$ cat config.mk
export PLATFORM = sky130hd
export DESIGN_NAME = ixu_issue_ctrl
export DESIGN_NICKNAME = d
export VERILOG_FILES = /design/src/rtl/ixu_issue_ctrl.sv
export SDC_FILE = /design/constraint.sdc
export NUM_CORES = 1
export LEC_CHECK = 0
export ABC_AREA = 1
export BUFFER_PORTS_ARGS = -buffer_cell sky130_fd_sc_hd__buf_2
export CAP_MARGIN = 30
export CORE_AREA = 4 4 140 142
export CTS_CLUSTER_DIAMETER = 80
export DETAILED_ROUTE_END_ITERATION = 8
export DIE_AREA = 0 0 144 146
export GPL_ROUTABILITY_DRIVEN = 1
export GPL_TIMING_DRIVEN = 0
export HOLD_SLACK_MARGIN = 0.12
export PLACE_DENSITY = 0.67
export REMOVE_ABC_BUFFERS = 1
export SLEW_MARGIN = 10
export SYNTH_ARGS = -nofsm -noshare
export SYNTH_HDL_FRONTEND = slang
export SYNTH_SLANG_ARGS = --single-unit
$ cat constraint.sdc
create_clock -name clk -period 1.3 [get_ports clk]
set_input_delay 0.195 -clock clk [delete_from_list [all_inputs] [get_ports clk]]
set_output_delay 0.195 -clock clk [all_outputs]
set_load 0.02 [all_outputs]
$ cat src/rtl/ixu_issue_ctrl.sv
// ixu_issue_ctrl: EX/WB sequencing, rs1/rs2 forwarding and writeback handshake for one IXU slot
module ixu_issue_ctrl #(
  parameter int XLEN    = 32,
  parameter int RADDR_W = 5,
  parameter int CNT_W   = 32
) (
  input  logic               clk,
  input  logic               rst,
  input  logic               in_valid,
  output logic               in_ready,
  input  logic [3:0]         in_op,
  input  logic [RADDR_W-1:0] in_rd,
  input  logic [RADDR_W-1:0] in_rs1,
  input  logic [RADDR_W-1:0] in_rs2,
  input  logic [11:0]        in_imm,
  input  logic               in_is_imm,
  input  logic               in_wen,
  output logic [RADDR_W-1:0] rf_raddr1,
  output logic [RADDR_W-1:0] rf_raddr2,
  input  logic [XLEN-1:0]    rf_rdata1,
  input  logic [XLEN-1:0]    rf_rdata2,
  output logic               ex_is_rs1_fwd,
  output logic               ex_is_rs2_fwd,
  output logic [XLEN-1:0]    ex_rs1_fwd_data,
  output logic [XLEN-1:0]    ex_rs2_fwd_data,
  output logic [XLEN-1:0]    ex_rs1_data,
  output logic [XLEN-1:0]    ex_rs2_data,
  output logic [11:0]        ex_imm,
  output logic               ex_is_imm_type,
  output logic               ex_is_nop,
  output logic [3:0]         ex_op,
  input  logic [XLEN-1:0]    ex_out,
  output logic               wb_valid,
  input  logic               wb_ready,
  output logic [RADDR_W-1:0] wb_rd,
  output logic [XLEN-1:0]    wb_data,
  output logic [CNT_W-1:0]   retire_cnt
);
  logic               ex_v, wb_v, ex_is_imm_r, ex_wen, adv, acc, wb_load;
  logic [3:0]         ex_op_r;
  logic [11:0]        ex_imm_r;
  logic [RADDR_W-1:0] ex_rd, ex_rs1, ex_rs2, wb_rd_r;
  logic [XLEN-1:0]    wb_data_r;
  assign adv      = !wb_v || wb_ready;
  assign in_ready = !ex_v || adv;
  assign acc      = in_valid && in_ready;
  assign wb_load  = ex_v && ex_wen && (ex_rd != '0);
  always_ff @(posedge clk) begin
    if (rst) begin
      ex_v        <= 1'b0;
      ex_op_r     <= '0;
      ex_rd       <= '0;
      ex_rs1      <= '0;
      ex_rs2      <= '0;
      ex_imm_r    <= '0;
      ex_is_imm_r <= 1'b0;
      ex_wen      <= 1'b0;
      wb_v        <= 1'b0;
      wb_rd_r     <= '0;
      wb_data_r   <= '0;
      retire_cnt  <= '0;
    end else begin
      if (acc) begin
        ex_v        <= 1'b1;
        ex_op_r     <= in_op;
        ex_rd       <= in_rd;
        ex_rs1      <= in_rs1;
        ex_rs2      <= in_rs2;
        ex_imm_r    <= in_imm;
        ex_is_imm_r <= in_is_imm;
        ex_wen      <= in_wen;
      end else if (adv) begin
        ex_v <= 1'b0;
      end
      if (adv) begin
        wb_v <= wb_load;
        if (wb_load) begin
          wb_rd_r   <= ex_rd;
          wb_data_r <= ex_out;
        end
      end
      if (wb_v && wb_ready) retire_cnt <= retire_cnt + CNT_W'(1);
    end
  end
  assign rf_raddr1       = ex_rs1;
  assign rf_raddr2       = ex_rs2;
  assign ex_rs1_data     = rf_rdata1;
  assign ex_rs2_data     = rf_rdata2;
  assign ex_rs1_fwd_data = wb_data_r;
  assign ex_rs2_fwd_data = wb_data_r;
  assign ex_is_rs1_fwd   = ex_v && wb_v && (wb_rd_r == ex_rs1) && (ex_rs1 != '0);
  assign ex_is_rs2_fwd   = ex_v && wb_v && (wb_rd_r == ex_rs2) && (ex_rs2 != '0);
  assign ex_is_nop       = !ex_v;
  assign ex_op           = ex_v ? ex_op_r : '0;
  assign ex_imm          = ex_v ? ex_imm_r : '0;
  assign ex_is_imm_type  = ex_v && ex_is_imm_r;
  assign wb_valid        = wb_v;
  assign wb_rd           = wb_rd_r;
  assign wb_data         = wb_data_r;
endmodule

==> metrics.md <==
| Metric | Value |
|---|---|
| Status | `complete, but fails checks` |
| Failing checks | `negative setup slack` |
| Routed Wire Length | `24600 µm` |
| Final core occ | `0.455` |
| Filler instances | `between 1500 and 2000` |
| Core area | `about 18000 µm²` |
| CTS sink cnt | `roughly 100` |
| Ys Warns | `0` |
| Sw Pwr | `between 2 and 2.5 mW` |
| Core Rows | `50` |
| Worst Setup EP | `ex_is_rs1_fwd` |
| H-tree levels | `3` |
| WHS | `between 0.1 and 0.15 ns` |
| Reg-to-Reg End | `ex_rs1_fwd_data[31]$_SDFFE_PP0P_` |
| Slack of the critical path | `-0.296 ns` |
| Combinational group share of total power | `0.150` |
| PortBufs | `233` |
| Leakage | `between 4 and 5 nW` |
| Worst-Margin Slew | `between 0.4 and 0.5 ns` |
| Worst reg2reg path startpoint | `ex_rd[0]$_SDFFE_PP0P_` |
| Internal power | `between 5 and 6 mW` |
| Min Tclk post-route | `1.60 ns` |
| Overflow after GRT | `0` |
| DR DRC count | `0` |
| Endpoint type of the worst setup path | `primary output` |
| Die H | `about 150 µm` |
| Startpoint Class | `flip-flop` |
| Crit-path leading delay family | `simple AND/OR/NAND/NOR gates` |
| I/O pins | `between 300 and 400` |
| HPWL Detailed | `about 16000 µm` |
| Arrival @ worst endpoint | `about 1.4 ns` |
| Final Cycle Share | `1.23` |
| Initial Util | `0.301` |
| Largest net degree at the start of global routing | `44` |
| Worst-Skew Late Latency | `roughly 0.36 ns` |
| DP Worst Slack | `-1.68 ns` |
| Most frequent cells in the layout | `buf_2 (210), nor2_1 (100), nand2_1 (99)` |
| Most common cell after layout, fill and taps aside | `buf_2` |
| Gpl congestion | `approximately 0.86` |
| CP Data Required Time | `around 1.1 ns` |
| Slew Viols, Final | `0` |
| Sw Ratio | `0.282` |
| Clock network power share | `0.381` |
| Maximum clock path buffer count | `2` |
| Initial drt markers | `about 290` |
| Vias in the first global route | `about 5200` |
| Critical Path Source | `wb_rd[1]$_SDFFE_PP0P_` |
| Initial DRT Pass Iterations | `4` |
| Crit Path Max Fanout | `4` |
| Power Total | `7.15 mW` |
| Share of layout cells above drive strength 1 | `0.497` |
| Setup Skew | `approximately 0.0092 ns` |
| Max Cap Violations | `0` |
| Worst Path Buf+Inv | `1` |
| Hold Fails Final Rpt | `0` |
| Seq/Total Area, Yosys | `0.375` |
| # diodes | `0` |
| CP max stage delay | `approximately 0.37 ns` |
| CP Depth | `5` |
| Clock root buffer | `clkbuf_16` |
| RSZ-0062 raised after global routing | `yes` |
| F_max | `between 600 and 700 MHz` |
| Synthesized area per cell | `7.04 µm²` |
| Mapped Area | `5560 µm²` |
| Area growth syn-to-layout | `51.2%` |
| Final setup violation count | `between 60 and 70` |
| TritonCTS clock tree | `done` |
| Crit Path Class | `reg2out` |
| Cell count after synthesis | `about 800` |
| CTS buffer count | `9` |
| Die width | `about 140 µm` |
| Synth Register Bits | `104` |
| Worst VDD drop | `0.000585 V` |
| First-pass GRT wire length | `32200 µm` |
| Yosys cell types | `31` |
| Sequential power share | `0.469` |
| R2R setup slack | `-0.08 ns` |
| Worst Reg-to-Reg Cells | `8` |
| Vias | `roughly 5800` |
| Rel. slew slack | `0.718` |
| CP Cell Sequence | `nor4_4 > o21ai_1 > nand2_1 > nor2_1 > buf_4` |
| Critical-path top delay cell | `dfxtp_4` |
| NumNets Final | `about 1100` |
| Hold crit path type | `in2reg` |
| Initial antenna violation count | `0` |
| ANT nets after route | `0` |
| Gr usage total | `0.205` |
| Die area | `roughly 21000 µm²` |
| Worst-path clk slew | `0.08 ns` |
| Power per standard cell area | `851 nW/µm²` |
| Routed len/inst | `between 15 and 20 µm` |
| Avg Vias per Cell | `approximately 4.7` |
-- cells in the mapped netlist, drive strengths merged --
master	number	share of area
nor4	1	0.0011
clkbuf	12	0.0081
o2111ai	2	0.0032
nor3	6	0.0054
inv	75	0.051
o22ai	2	0.0023
a21o	1	0.0014
ha	1	0.0023
nand4	9	0.010
a211oi	2	0.0027
o21ai	49	0.044
dfxtp	104	0.37
xnor2	3	0.0047
o21a	1	0.0014
a21oi	56	0.050
nor3b	1	0.0014
nor2	131	0.099
buf	142	0.19
nand2	159	0.11
xor2	3	0.0047
nand3	29	0.031
-- area by class of cell --
type                            instances  area, µm²  area share
Timing Repair inverter                  6       72.6     0.00864
Clock buffer                           10        239      0.0284
Clock inverter                          6       52.6     0.00626
Sequential cell                       104       2160       0.257
Timing Repair Buffer                  344       2470       0.294
Multi-Input combinational cell        460       2770       0.330
Inverter                               75        340      0.0405
Tap cell                              234        293      0.0349
-- flip-flops by register name, indices dropped and copies added (netlist names) --
name / cells
ex_imm_r: 12
wb_valid: 1
ex_rd: 5
retire_cnt: 32
wb_rd: 5
ex_wen: 1
rf_raddr1: 5
ex_is_imm_r: 1
ex_v: 1
rf_raddr2: 5
ex_op_r: 4
ex_rs1_fwd_data: 32
-- cells by family (layout without fill, tap and decap cells) --
group / after synthesis / after routing / synth area share
simple gates: 336 / 340 / 0.258
flops: 104 / 104 / 0.375
xor+xnor: 6 / 6 / 0.00946
fa+ha+maj: 1 / 1 / 0.00225
compound gates: 113 / 113 / 0.105
buf+inv: 229 / 441 / 0.250
-- routing by layer --
| metal | global-route usage | wire length (µm) | vias to the layer above |
|---|---|---|---|
| met5 | 0.120 | 330 | - |
| met4 | 0.0471 | 357 | 6 |
| met3 | 0.192 | 4210 | 37 |
| met2 | 0.291 | 10700 | 339 |
| met1 | 0.214 | 8970 | 2659 |
| li1 | - | - | 2782 |
-- how the worst min path moves through the flow --
stage | cells past startpoint | start | end | slack (ns)
6_report | 3 | in_rd[2] | ex_rd[2]$_SDFFE_PP0P_ | 0.12
5_1_grt | 3 | in_rd[2] | ex_rd[2]$_SDFFE_PP0P_ | 0.12
4_1_cts | 3 | in_rd[2] | ex_rd[2]$_SDFFE_PP0P_ | 0.12
3_5_place_dp | 0 | rf_rdata1[17] | ex_rs1_data[17] | 0.39
3_3_place_gp | 0 | rf_rdata1[17] | ex_rs1_data[17] | 0.39
2_1_floorplan | 1 | rst | ex_rs1_fwd_data[0]$_SDFFE_PP0P_ | 0.26
-- tightest hold or removal path, stage by stage --
cell and delay, ns:
buf_2 0.09, o21ai_2 0.05, a21oi_1 0.10
-- power by group through the flow --
stage	Sequential, mW	Clock (mW)	Combinational (mW)
final	3.35	2.72	1.07
after global routing	3.37	2.93	1.15
after CTS	3.35	2.80	0.916
after detailed placement	3.43	0	0.646
after global placement	3.43	0	0.632
after floorplan	3.53	0	0.235
-- what timing repair did --
action | CTS | global route
hold buffers | 64 | 1
gates cloned | 3 | 9
gates resized for setup | 155 | 200
setup endpoints to repair | 121 | 114
hold endpoints to repair | 64 | 1
pin swaps | 26 | 39
setup buffers | 25 | 21
-- stage by stage --
stage	cell area [µm²]	TNS (ns)	cells
2_1_floorplan	4450	-54.26	635
5_1_grt	8400	-10.60	1239
3_3_place_gp	5900	-166.20	1102
4_1_cts	7570	-5.41	1212
6_report	8400	-4.45	1239
3_5_place_dp	5940	-106.76	1104
(Power assumes the default switching activity.)
